`src/rtl/mem_wb_stage.sv`:
```
// MEM/WB pipeline register and writeback mux: load extraction, WB source select, regfile write port.
// Optional retire counter is built only when WB_RETIRE_CNT_EN is defined.
module mem_wb_stage #(
    parameter int WIDTH     = 32,
    parameter int REG_COUNT = 32,
    parameter int REG_BITS  = $clog2(REG_COUNT),
    parameter int RETIRE_W  = 32
) (
    input  logic                clk,
    input  logic                rst,
    input  logic                stall,
    input  logic                flush,
    input  logic                in_valid,
    input  logic                in_reg_write,
    input  logic [REG_BITS-1:0] in_rd,
    input  logic [1:0]          in_wb_sel,
    input  logic [2:0]          in_funct3,
    input  logic [WIDTH-1:0]    in_alu_result,
    input  logic [WIDTH-1:0]    in_mem_rdata,
    input  logic [WIDTH-1:0]    in_pc_plus4,
    output logic                wb_valid,
    output logic                write_en,
    output logic [REG_BITS-1:0] write_reg,
    output logic [WIDTH-1:0]    write_data
`ifdef WB_RETIRE_CNT_EN
    ,
    output logic [RETIRE_W-1:0] retire_count
`endif
);

    localparam logic [1:0] SEL_ALU  = 2'b00;
    localparam logic [1:0] SEL_LOAD = 2'b01;
    localparam logic [1:0] SEL_LINK = 2'b10;

    localparam logic [2:0] F3_LB  = 3'b000;
    localparam logic [2:0] F3_LH  = 3'b001;
    localparam logic [2:0] F3_LBU = 3'b100;
    localparam logic [2:0] F3_LHU = 3'b101;

    logic [7:0]       load_byte;
    logic [15:0]      load_half;
    logic [WIDTH-1:0] load_data;
    logic [WIDTH-1:0] wb_data;
    logic             wb_en;

    // Memory returns the aligned word; pick the addressed lane before the register.
    always_comb begin
        load_byte = 8'h00;
        case (in_alu_result[1:0])
            2'd0:    load_byte = in_mem_rdata[7:0];
            2'd1:    load_byte = in_mem_rdata[15:8];
            2'd2:    load_byte = in_mem_rdata[23:16];
            default: load_byte = in_mem_rdata[31:24];
        endcase
        load_half = in_alu_result[1] ? in_mem_rdata[31:16] : in_mem_rdata[15:0];
    end

    always_comb begin
        load_data = in_mem_rdata;
        case (in_funct3)
            F3_LB:   load_data = {{(WIDTH-8){load_byte[7]}}, load_byte};
            F3_LBU:  load_data = {{(WIDTH-8){1'b0}}, load_byte};
            F3_LH:   load_data = {{(WIDTH-16){load_half[15]}}, load_half};
            F3_LHU:  load_data = {{(WIDTH-16){1'b0}}, load_half};
            default: load_data = in_mem_rdata;
        endcase
    end

    always_comb begin
        wb_data = '0;
        case (in_wb_sel)
            SEL_ALU:  wb_data = in_alu_result;
            SEL_LOAD: wb_data = load_data;
            SEL_LINK: wb_data = in_pc_plus4;
            default:  wb_data = '0;
        endcase
    end

    // x0 is never written, so forwarding from WB can never supply a non-zero x0.
    assign wb_en = in_valid & in_reg_write & (in_rd != '0) & (in_wb_sel != 2'b11);

    always_ff @(posedge clk or posedge rst) begin
        if (rst) begin
            wb_valid   <= 1'b0;
            write_en   <= 1'b0;
            write_reg  <= '0;
            write_data <= '0;
        end else if (flush) begin
            wb_valid   <= 1'b0;
            write_en   <= 1'b0;
            write_reg  <= '0;
            write_data <= '0;
        end else if (!stall) begin
            wb_valid   <= in_valid;
            write_en   <= wb_en;
            write_reg  <= in_rd;
            write_data <= wb_data;
        end
    end

`ifdef WB_RETIRE_CNT_EN
    // Counts every instruction entering WB, including x0 targets and no-writeback ops.
    always_ff @(posedge clk or posedge rst) begin
        if (rst) begin
            retire_count <= '0;
        end else if (!flush && !stall && in_valid) begin
            retire_count <= retire_count + 1'b1;
        end
    end
`endif

endmodule

```
`config.mk`:
```
export PLATFORM = sky130hd
export DESIGN_NAME = mem_wb_stage
export DESIGN_NICKNAME = d
export VERILOG_FILES = /design/src/rtl/mem_wb_stage.sv
export SDC_FILE = /design/constraint.sdc
export NUM_CORES = 1
export LEC_CHECK = 0
export CAP_MARGIN = 20
export CORE_MARGIN = 2
export CORE_UTILIZATION = 35
export DETAILED_ROUTE_END_ITERATION = 10
export PLACE_DENSITY_LB_ADDON = 0.3
export SLEW_MARGIN = 20
export SYNTH_ARGS = -nofsm -noshare
export SYNTH_HDL_FRONTEND = slang
export SYNTH_SLANG_ARGS = --single-unit
```
`constraint.sdc`:
```
create_clock -name clk -period 0.9 [get_ports clk]
set_input_delay 0.09 -clock clk [delete_from_list [all_inputs] [get_ports clk]]
set_output_delay 0.09 -clock clk [all_outputs]
set_load 0.02 [all_outputs]
```
==> results.toml <==
[run_status]
status = "finished, violations left"
violations = "setup timing"

[die]
die_y_um = 89.71
start_util_pct = 35.83
die_w_um = 89.71
die-area_um2 = 8048
coreArea_um2 = 7176
boundaryPins = 151
num_rows = 31

[min_path]
hold_path.class = "in -> reg"
min_to = "write_data[31]"
hold_depth = 3
min-delay-start = "in_mem_rdata[31]"

[yosys]
post_synth.cell_area_avg_um2 = 10.33
synth-compound-area-share_pct = 24.04
synth.mux.area_fraction_pct = 20.83
yosys_warnings = 0
yosys.area_share.adder_pct = 0
synth-seq-area-share_pct = 37.96
synth_edf_count = 0
syn_nets = 361
synthSimpleGateAreaFrac_pct = 12.12
synth_xor_area_share_pct = 0
synthFlopType = "dfrtp_1"
synth_top_family_by_area = "compound AO/OA/AOI/OAI gates"
synthArstFlopShare_pct = 100.0
synth_cell_type_count = 38
syn_area_um2 = 2571
netlist_instances = 249
synth_seq_cells = 39

[global_route]
globalRouteMet3Util_pct = 5.113
globalRouteTotalUtil_pct = 24.34
grt_first_pass_wirelength_um = 15920
globalRouteMet1Util_pct = 29.18
top_usage_layer = "met2"
gr-usage-met2_pct = 43.94
grt_overflow_total = 0
grt_max_degree = 22
grt_antenna_before_repair = 0
grt_pass1_vias = 3200

[layout]
largest_reg_flops = 32
design_area_um2 = 5017
final_common_cell = "clkdlybuf4s50_1"
drive_above_1_share_pct = 41.71
utilization_pct = 69.92
final_cell_mix = "clkdlybuf4s50_1 (75), buf_6 (48), dfrtp_1 (39)"
final_nets = 545
diodes = 0
synthToLayoutAreaGrowth_pct = 95.13

[setup_path]
crit_buf_inv = 1
crit_chain = "buf_8 > or4b_4 > nor2_4 > nand3_4 > nand2_1"
cp_top_family = "simple AND/OR/NAND/NOR gates"
cp-start-kind = "input pin"
worst-r2r-cell-count = 3
critPathMaxFanout = 8
reg2reg_from = "write_data[26]"
path_class = "in -> reg"
endpoint_kind = "flip-flop"
r2r_end = "write_data[26]"
critPathMaxStageDelay_ps = 600
critPathArrivalTime_ps = 1290
regToRegSetupSlack_ps = -140
required_ps = 1130
crit_slowest_cell = "or4b_4"

[cts]
clk_pin_slew_worst_paths_ps = 80
holdBufCountCts = 0
cts_buffer_depth = 2
cts_tree = "built"
clockRootBuffer = "clkbuf_8"
htree_num_levels = 2
cts_made_buffers = 5
clk_latency_ps = 290
cts_sinks = 39

[timing]
fin_crit_ps = 1059
final.period_utilization_pct = 117.6
worst_pin_slew_ps = 493.7
grt_setup_unrepaired = "true"
slew_violations = 0
layout_setup_ws_ps = -158.6
hold_ws_ps = 107.0
fin_setup_tns_ps = -3324
hold_violations = 0
fmax_ghz = 0.9446
slew-limit-headroom_pct = 67.08
setup_viol = 69
finClkSkew_ps = 0

[power]
clockPowerShare_pct = 23.3
p_comb_share_pct = 38.4
p_leak_nw = 2.240
power_mw = 5.070
ir_drop_mv = 0.8200
power.density_nw_per_um2 = 1011
p_sw_mw = 1.545
netSwitchingFraction_pct = 30.46
seqPwrFrac_pct = 38.3
p_int_mw = 3.526

[route]
vias = 2975
remaining_drc_errors = 0
drtPass1Iterations = 5
routed_wl_um = 9952
wl_per_cell_um = 18.67
drtIter0Drc = 208
ant_nets = 0
routed_via_density = 5.582

[placed_design]
post-dp-hpwl_um = 7415
dpl-instance-area_um2 = 4513
gp_congestion = 0.9057
io_buffers = 150

[run]
cap_violations = 0
## layout make-up
type / instances / area, um2
multi-input cells: 185 / 1764
clock buffers: 7 / 76.32
inverters: 4 / 18.77
fillers: 520 / 2158
repair buffers: 198 / 2053
flip-flops and latches: 39 / 975.9
well taps: 99 / 123.9
clock inverters: 1 / 5.005
## metal layers
layer  vias to the layer above  wire length (um)
met3                        13               577
met5                         -                 0
met2                       133              5292
met1                      1459              3899
li1                       1370                 -
met4                         0               182
## cell usage after synthesis, types with 2 or more instances
cell	n	share of area (%)
a221oi_1	4	1.4
nor2b_1	4	0.97
o21ai_0	10	1.9
nand2_1	22	3.2
mux2_2	20	8.8
dfrtp_1	39	38
mux2i_1	31	12
nor2_1	18	2.6
a221o_1	13	5.1
nand2b_1	2	0.49
o22ai_1	4	0.97
buf_2	11	2.1
buf_6	2	0.88
o221ai_1	10	3.4
o21a_1	7	2.0
a21oi_1	5	0.97
clkbuf_1	7	1.0
inv_1	3	0.44
a222oi_1	18	7.0
## worst min-delay path, cell delays in order
cell and delay, ps:
buf_2 130, a222oi_1 80, nand2_1 70
## kinds of logic (layout without fill, tap and decap cells)
family                 after synthesis  in the layout
muxes                               51             51
AOI/OAI and AO/OA                   75             75
DFF                                 39             39
and+or+nand+nor                     58             59
buffers and inverters               26            210
## stage by stage
| step | worst slack (ps) | cells |
|---|---|---|
| after CTS | -152.5 | 531 |
| after floorplan | -327.9 | 249 |
| after detailed placement | -1080 | 516 |
| final | -158.6 | 533 |
| after global placement | -1022 | 516 |
| after global routing | -220.0 | 533 |
## power groups by stage
| stage | registers, mW | logic [mW] | clock network [mW] |
|---|---|---|---|
| finish | 1.94 | 1.95 | 1.18 |
| global route | 1.95 | 2.06 | 1.30 |
| CTS | 1.94 | 1.88 | 1.19 |
| detailed placement | 1.95 | 1.74 | 0 |
| global placement | 1.95 | 1.71 | 0 |
| floorplan | 2.08 | 0.575 | 0 |
## what timing repair did
action | CTS | global route
cloned | 2 | 0
resized for setup | 361 | 32
setup buffers | 5 | 2
pin swaps | 26 | 20
endpoints found under the setup margin | 72 | 72
## worst max path at each step
stage / startpoint / to / slack (ps) / depth (start not counted)
floorplan: in_wb_sel[1] / write_data[16] / -330 / 6
CTS: stall / write_data[18] / -150 / 5
finish: flush / write_data[26] / -160 / 5
detailed placement: in_alu_result[1] / write_data[12] / -1080 / 5
global placement: in_alu_result[1] / write_data[5] / -1020 / 6
global route: flush / write_data[26] / -220 / 5
No activity file was read; power rests on OpenSTA's default activity.
